### src/rtl/incubator.sv
// Incubator temperature controller: registered Moore FSM with hysteresis bands
// driving heater, cooler and cooler fan speed from a signed temperature sample.
module incubator #(
    parameter logic signed [7:0] T_HEAT_ON  = 8'sd15,
    parameter logic signed [7:0] T_HEAT_OFF = 8'sd30,
    parameter logic signed [7:0] T_COOL_ON  = 8'sd35,
    parameter logic signed [7:0] T_COOL_OFF = 8'sd25,
    parameter logic signed [7:0] T_FAN_UP1  = 8'sd40,
    parameter logic signed [7:0] T_FAN_UP2  = 8'sd45,
    parameter logic signed [7:0] T_FAN_DN2  = 8'sd35,
    parameter logic signed [7:0] T_FAN_DN1  = 8'sd30
) (
    input  logic              clk,
    input  logic              rst,
    input  logic signed [7:0] t,
    output logic              cooler,
    output logic              heater,
    output logic        [3:0] rps
);

    typedef enum logic [2:0] {
        StIdle  = 3'd0,
        StHeat  = 3'd1,
        StCool4 = 3'd2,
        StCool6 = 3'd3,
        StCool8 = 3'd4
    } state_e;

    state_e state_q, state_d;

    always_ff @(posedge clk or posedge rst) begin
        if (rst) begin
            state_q <= StIdle;
        end else begin
            state_q <= state_d;
        end
    end

    // One band step per edge; strict compares so equality always holds state.
    always_comb begin
        state_d = state_q;
        unique case (state_q)
            StIdle: begin
                if (t < T_HEAT_ON) begin
                    state_d = StHeat;
                end else if (t > T_COOL_ON) begin
                    state_d = StCool4;
                end
            end
            StHeat: begin
                if (t > T_HEAT_OFF) begin
                    state_d = StIdle;
                end
            end
            StCool4: begin
                if (t > T_FAN_UP1) begin
                    state_d = StCool6;
                end else if (t < T_COOL_OFF) begin
                    state_d = StIdle;
                end
            end
            StCool6: begin
                if (t > T_FAN_UP2) begin
                    state_d = StCool8;
                end else if (t < T_FAN_DN1) begin
                    state_d = StCool4;
                end
            end
            StCool8: begin
                if (t < T_FAN_DN2) begin
                    state_d = StCool6;
                end
            end
            default: state_d = StIdle;
        endcase
    end

    // Outputs depend on the state register only; illegal encodings drive all-off.
    always_comb begin
        heater = 1'b0;
        cooler = 1'b0;
        rps    = 4'd0;
        case (state_q)
            StHeat: heater = 1'b1;
            StCool4: begin
                cooler = 1'b1;
                rps    = 4'd4;
            end
            StCool6: begin
                cooler = 1'b1;
                rps    = 4'd6;
            end
            StCool8: begin
                cooler = 1'b1;
                rps    = 4'd8;
            end
            default: ;
        endcase
    end

endmodule

### config.mk
export PLATFORM = sky130hd
export DESIGN_NAME = incubator
export DESIGN_NICKNAME = d
export VERILOG_FILES = /design/src/rtl/incubator.sv
export SDC_FILE = /design/constraint.sdc
export NUM_CORES = 1
export LEC_CHECK = 0
export ABC_CLOCK_PERIOD_IN_PS = 1950
export CAP_MARGIN = 20
export CORE_AREA = 5 5 42 44
export CTS_BUF_LIST = sky130_fd_sc_hd__clkbuf_8
export DETAILED_ROUTE_END_ITERATION = 12
export DIE_AREA = 0 0 47 49
export GPL_ROUTABILITY_DRIVEN = 0
export PLACE_DENSITY = 0.68
export SKIP_LAST_GASP = 1
export SYNTH_ARGS = -nofsm -noshare
export SYNTH_HDL_FRONTEND = slang
export SYNTH_SLANG_ARGS = --single-unit
### constraint.sdc
create_clock -name clk -period 1.95 [get_ports clk]
set_input_delay 0.39 -clock clk [delete_from_list [all_inputs] [get_ports clk]]
set_output_delay 0.39 -clock clk [all_outputs]
set_load 0.005 [all_outputs]
==> results of run 1 <==
## power by group through the flow
stage	combinational [mW]	clock (mW)	sequential (mW)
6_report	0.440	0.181	0.0962
5_1_grt	0.476	0.189	0.0992
2_1_floorplan	0.231	0	0.101
3_3_place_gp	0.413	0	0.0980
4_1_cts	0.431	0.184	0.0965
3_5_place_dp	0.418	0	0.0986
## how the worst max path moves through the flow
stage	endpoint	slack, ns
2_1_floorplan	state_q[0]	0.47
3_3_place_gp	state_q[0]	-0.08
3_5_place_dp	state_q[0]	-0.06
4_1_cts	cooler	-0.02
5_1_grt	cooler	-0.02
6_report	cooler	0.04
## worst register-to-register path, stage by stage, from the launching register on
cell                       delay [ns]
sky130_fd_sc_hd__dfrtp_1         0.36
sky130_fd_sc_hd__or3b_4          0.41
sky130_fd_sc_hd__buf_4           0.15
sky130_fd_sc_hd__buf_4           0.14
sky130_fd_sc_hd__a31oi_4         0.15
sky130_fd_sc_hd__nand2_2         0.08
sky130_fd_sc_hd__o211ai_2        0.09
sky130_fd_sc_hd__mux2i_1         0.19
## final cells by class
| type | count | area, um^2 |
|---|---|---|
| Clock inverter | 1 | 3.75 |
| Tap cell | 16 | 20.0 |
| Timing Repair Buffer | 33 | 283 |
| Inverter | 5 | 18.8 |
| Sequential cell | 3 | 75.1 |
| Clock buffer | 3 | 41.3 |
| Fill cell | 146 | 587 |
| Multi-Input combinational cell | 52 | 373 |
## placed cells by master (no fill, tap or decap), types with 2 or more instances in the layout
cell	count
sky130_fd_sc_hd__clkdlybuf4s50_1	11
sky130_fd_sc_hd__dfrtp_1	3
sky130_fd_sc_hd__o21ai_0	3
sky130_fd_sc_hd__buf_4	19
sky130_fd_sc_hd__o211ai_2	2
sky130_fd_sc_hd__o311a_1	2
sky130_fd_sc_hd__a211o_1	2
sky130_fd_sc_hd__nor3_1	3
sky130_fd_sc_hd__inv_1	6
sky130_fd_sc_hd__nand4_1	3
sky130_fd_sc_hd__dlygate4sd2_1	2
sky130_fd_sc_hd__nor4_1	2
sky130_fd_sc_hd__nor2_1	8
sky130_fd_sc_hd__a21oi_1	3
sky130_fd_sc_hd__clkbuf_8	3
sky130_fd_sc_hd__nand2_1	4
sky130_fd_sc_hd__o41ai_2	2
## per-layer routing
metal	GRT usage, %	part of all wire (%)	vias up
li1	-	-	309
met1	16.8	42	291
met2	24.4	52	17
met3	2.21	4.3	5
met4	8.29	1.9	0
met5	0	0	-
## logic make-up after synthesis
logic type	after synthesis
AND/OR/NAND/NOR	29
AO/OA/AOI/OAI	21
buffers and inverters	10
flip-flops	3
multiplexers	1
other	1
## metrics by stage
stage,total power [mW],hold WS (ns),TNS [ns],utilization (%)
final,0.717,0.353,0,58.1
after global routing,0.763,0.370,-0.0349,58.1
after CTS,0.711,0.360,-0.0159,57.4
after detailed placement,0.517,0.593,-0.0792,52.2
after global placement,0.511,0.564,-0.0786,52.2
after floorplan,0.332,0.144,0,-
## what timing repair did
item / 4_1_cts / 5_1_grt
gates resized for setup: 2 / 1
cloned: 0 / 0
endpoints found under the setup margin: 3 / 4
setup buffers: 4 / 1
pin swaps: 1 / 0
==> flow_summary_export.csv, run 1 <==
group,metric,value,unit
status,status,"finished clean",
drt,drt_first_pass_iters,4,
synthesis,synth.cells.most_frequent,"sky130_fd_sc_hd__nor2_1, sky130_fd_sc_hd__inv_1, sky130_fd_sc_hd__nand2_1",
worst_setup_path,critical_path_class,"reg -> out",
pwr,switchingPower,251,uW
sta,achievable-frequency,522,MHz
synthesis,synth_fp_nets,75,
floorplanning,floorplan.die.height,49,um
worst_setup_path,critical_path.n_buffers_inverters,3,
drt,routedWlPerCell,13.3,um
synthesis,yosys.area.top_type,"sky130_fd_sc_hd__dfrtp_1",
finish,final-instance-count-excl-fill,113,
pwr,worst_vdd_rail_ir_drop,0.264,mV
synthesis,synthesized_area_fraction_occupied_by_and_or_nand_nor_cells,32.5,%
worst_setup_path,worst_setup_start_kind,"register",
floorplanning,die_width,47,um
pwr,p_leak,0.397,nW
synthesis,main_combinational_cell_family_by_area_after_synthesis,"compound AO/OA/AOI/OAI gates",
min_path,holdCritPathClass,"in -> async",
finish,biggestRegsByFlops,"state_q x3",
synthesis,post_synthesis_cell_count,65,
global_routing,grt_pass1_wl,2480,um
synthesis,synthesis.area,500,um^2
pwr,cellPowerDensity,881,nW/um^2
cts,ctsHoldBuffers,0,
placed_design,placed_instance_count,104,
finish,share_of_cells_above_drive_strength_1,33.0,%
placed_design,io_buffer_count,14,
synthesis,yosysWarnings,0,
pwr,p_clk_share,25.2,%
synthesis,synthDominantCellAreaShare,15.0,%
placed_design,placement.cell_area,732,um^2
synthesis,synth_edf_count,0,
drt,initialDrtViolationCount,7,
sta,timing.final.setup_violations,0,
global_routing,grt_max_degree,9,
pwr,cell_internal_pwr,466,uW
worst_setup_path,crit_slowest_cell,"sky130_fd_sc_hd__dfrtp_1",
cts,cts_root_buf,"sky130_fd_sc_hd__clkbuf_8",
drt,routed_wirelength,1500,um
sta,grt_setup_unrepaired,"yes",
sta,maxSlewViolCount,0,
job,drv_cap,0,
cts,cts_num_sinks,3,
synthesis,synth_ff_type,"sky130_fd_sc_hd__dfrtp_1",
finish,stdcell_area,815,um^2
finish,antennaDiodeCount,0,
floorplanning,initial_core_util,35.7,%
worst_setup_path,timing.rr.start,"state_q[1]",
worst_setup_path,worstSetupPathDepth,5,
drt,route.antenna.remaining_nets,0,
worst_setup_path,r2r_slack,0.30,ns
synthesis,synthTopCellsByArea,"sky130_fd_sc_hd__dfrtp_1, sky130_fd_sc_hd__o41ai_2, sky130_fd_sc_hd__nor2_1, sky130_fd_sc_hd__o211ai_2, sky130_fd_sc_hd__a31oi_4",
pwr,seq_power_share,13.4,%
cts,skew_pair_late_insertion_delay,0.22,ns
worst_setup_path,worstPathCellList,"buf_4 -> and2b_2 -> buf_4 -> or2b_1 -> dlygate4sd2_1",
worst_setup_path,worst-r2r-cell-count,7,
synthesis,post_synth_mux_area_share,2.00,%
global_routing,initial_antenna_violation_count,0,
floorplanning,floorplan.die_area,2300,um^2
sta,setup_slack,0.0355,ns
drt,vias_per_std_cell,5.50,
pwr,power.share.combinational,61.3,%
global_routing,first_global_vias,609,
floorplanning,floorplan.rows,14,
cts,tritoncts,"built",
worst_setup_path,regToRegEndpoint,"state_q[0]",
synthesis,ys_seq_area_share,15.0,%
placed_design,post-dp-hpwl,1190,um
synthesis,synth_seq_cells,3,
drt,drt_drc_violations_left,0,
worst_setup_path,setup.worst_path.start,"state_q[1]",
worst_setup_path,critPathCaptureType,"primary output",
sta,timing.final.hold_violations,0,
finish,nets,108,
cts,worst_setup_hold_path_clk_slew,0.03,ns
worst_setup_path,critPathArrivalTime,1.52,ns
global_routing,global_route.overflow_total,0,
worst_setup_path,slowest_delay,0.36,ns
synthesis,yosys.cell_count.top_type,"sky130_fd_sc_hd__nor2_1",
synthesis,synth_xor_area_share,0,%
finish,syn_to_final_growth,62.7,%
synthesis,postSynth.asyncResetShare,100,%
cts,clock_tree.buffer_depth,2,
finish,largest_register,"state_q",
worst_setup_path,data_required_time_of_the_worst_path,1.56,ns
synthesis,yosys.cell_types.count,34,
worst_setup_path,critical_path.top_delay_family,"buffers and inverters",
worst_setup_path,critical_path_peak_fanout,6,
synthesis,syn_avg_cell_area,7.70,um^2
worst_setup_path,cpMostUsedCell,"sky130_fd_sc_hd__buf_4",
floorplanning,i_o_pin_cnt,16,
finish,largest_register_ff_count,3,
drt,vias,622,
global_routing,grt_usage,14.7,%
sta,fin_worst_skew,0.00135,ns
synthesis,synth_compound_area_share,39.3,%
sta,post-route-period-util,98.2,%
floorplanning,core_region_area,1400,um^2
placed_design,post_place_setup_slack,-0.0623,ns
synthesis,yosys.area_share.adder,0,%
pwr,power_switching_share,35.0,%
sta,layout_min_cycle_time,1.91,ns
cts,cts-htree-levels,1,
cts,cts_buffers,3,
(Power assumes the default switching activity.)
==> inputs of run 2 (changes only) <==
==> constraint.sdc (replaced) <==
create_clock -name clk -period 1.95 [get_ports clk]
set_input_delay 0.4875 -clock clk [delete_from_list [all_inputs] [get_ports clk]]
set_output_delay 0.4875 -clock clk [all_outputs]
set_load 0.005 [all_outputs]
==> flow_summary_export.csv, run 2 (synthesis results as in run 1) <==
group,metric,value,unit
cts,skew_pair_late_insertion_delay,0.21,ns
floorplanning,floorplan.die_area,2300,um^2
global_routing,use_met1,15.5,%
drt,route.antenna.remaining_nets,0,
pwr,seq_power_share,12.8,%
global_routing,grt_pass1_wl,2340,um
placed_design,placed_instance_count,106,
finish,largest_register,"state_q",
global_routing,grt_usage,13.6,%
worst_setup_path,critical_path_peak_fanout,3,
global_routing,initial_antenna_violation_count,0,
placed_design,post_place_setup_slack,-0.176,ns
cts,clock_tree.buffer_depth,2,
placed_design,placement.cell_area,747,um^2
drt,vias_per_std_cell,5.40,
global_routing,met2_usage,22.9,%
sta,post-route-period-util,97.2,%
drt,vias,626,
pwr,p_clk_share,23.3,%
pwr,power_switching_share,34.7,%
pwr,p_leak,0.432,nW
global_routing,grt_max_degree,10,
cts,worst_setup_hold_path_clk_slew,0.03,ns
pwr,cellPowerDensity,860,nW/um^2
global_routing,global_route.usage.met3,2.21,%
drt,routedWlPerCell,12.7,um
worst_setup_path,regToRegEndpoint,"state_q[0]",
floorplanning,initial_core_util,35.7,%
cts,cts_num_sinks,3,
floorplanning,floorplan.die.height,49,um
finish,nets,111,
pwr,worst_vdd_rail_ir_drop,0.320,mV
floorplanning,die_width,47,um
sta,fin_worst_skew,0.000544,ns
floorplanning,floorplan.rows,14,
sta,setup_slack,0.0555,ns
worst_setup_path,critical_path_class,"reg -> out",
floorplanning,core_region_area,1400,um^2
finish,antennaDiodeCount,0,
worst_setup_path,r2r_slack,0.39,ns
finish,stdcell_area,867,um^2
worst_setup_path,critPathCaptureType,"primary output",
cts,cts_buffers,3,
finish,share_of_cells_above_drive_strength_1,37.0,%
drt,drt_first_pass_iters,4,
global_routing,first_global_vias,566,
finish,layout.cells.most_common,"sky130_fd_sc_hd__buf_4",
cts,cts-htree-levels,1,
worst_setup_path,crit_slowest_cell,"sky130_fd_sc_hd__clkdlybuf4s50_1",
sta,maxSlewViolCount,0,
finish,largest_register_ff_count,3,
worst_setup_path,worst-r2r-cell-count,6,
pwr,power.share.combinational,64.0,%
min_path,holdCritPathClass,"in -> async",
pwr,switchingPower,259,uW
worst_setup_path,slowest_delay,0.49,ns
sta,timing.final.hold_violations,0,
drt,drt_drc_violations_left,0,
drt,routed_wirelength,1480,um
cts,tritoncts,"built",
floorplanning,i_o_pin_cnt,16,
placed_design,io_buffer_count,14,
worst_setup_path,data_required_time_of_the_worst_path,1.46,ns
cts,cts_root_buf,"sky130_fd_sc_hd__clkbuf_8",
worst_setup_path,timing.rr.start,"state_q[0]",
finish,filler_cell_count,137,
worst_setup_path,worstPathCellList,"and2b_2 -> buf_4 -> clkdlybuf4s50_1",
drt,initialDrtViolationCount,10,
global_routing,global_route.overflow_total,0,
sta,achievable-frequency,528,MHz
global_routing,grt_busiest_layer,"met2",
sta,layout_min_cycle_time,1.89,ns
finish,layout_common_cells,"sky130_fd_sc_hd__buf_4, sky130_fd_sc_hd__nor2_1, sky130_fd_sc_hd__clkdlybuf4s50_1, sky130_fd_sc_hd__inv_1",
status,status,"finished clean",
worst_setup_path,worst_setup_start_kind,"register",
sta,finalSetupTns,0,ns
pwr,cell_internal_pwr,487,uW
finish,syn_to_final_growth,73.3,%
worst_setup_path,critPathArrivalTime,1.41,ns
job,drv_cap,0,
finish,postLayoutCoreUtil,61.9,%
finish,biggestRegsByFlops,"state_q x3",
placed_design,post-dp-hpwl,1110,um
sta,timing.final.setup_violations,0,
finish,final-instance-count-excl-fill,116,
run 2: power groups by stage:
stage,Sequential [mW],Clock (mW),Combinational (mW)
2_1_floorplan,0.101,0,0.231
3_3_place_gp,0.0955,0,0.407
3_5_place_dp,0.0973,0,0.411
4_1_cts,0.0962,0.175,0.449
5_1_grt,0.0976,0.181,0.524
6_report,0.0951,0.174,0.477
run 2: what timing repair did:
action,CTS,global route
setup buffers,3,3
setup endpoints to repair,4,4
hold buffers,0,0
pin swaps,0,0
gates resized for setup,6,5
run 2: metal layers:
metal	up-vias	wire, um	part of all wire (%)
met2	17	765	52
met5	-	0	0
met1	292	582	39
met4	0	42	2.8
met3	5	86	5.8
li1	312	-	-
run 2: layout make-up:
class / count / area, um^2 / share of cell area, %
Clock inverter: 1 / 3.75 / 0.433
Inverter: 5 / 18.8 / 2.16
Timing Repair Buffer: 36 / 312 / 35.9
Tap cell: 16 / 20.0 / 2.31
Multi-Input combinational cell: 52 / 397 / 45.7
Sequential cell: 3 / 75.1 / 8.66
Clock buffer: 3 / 41.3 / 4.76
run 2: how the worst max path moves through the flow:
| stage | from | endpoint | slack, ns | depth (start not counted) |
|---|---|---|---|---|
| 2_1_floorplan | state_q[0] | cooler | 0.39 | 3 |
| 3_3_place_gp | t[1] | state_q[1] | -0.16 | 7 |
| 3_5_place_dp | t[1] | state_q[1] | -0.18 | 7 |
| 4_1_cts | state_q[2] | rps[2] | 0.02 | 3 |
| 5_1_grt | t[0] | state_q[0] | -0.01 | 6 |
| 6_report | state_q[2] | rps[2] | 0.06 | 3 |
run 2: through the flow:
step                      total power [mW]  hold slack (ns)
after global placement               0.502            0.663
after global routing                 0.803            0.471
final                                0.746            0.442
after CTS                            0.721            0.446
after detailed placement             0.508            0.674
after floorplan                      0.332            0.241
run 2: worst max-delay path: cells and delay by family, from the launching register on:
family,cells,cell delay [ns]
buffers and inverters,2,0.60
flip-flops,1,0.38
AND/OR/NAND/NOR,1,0.22
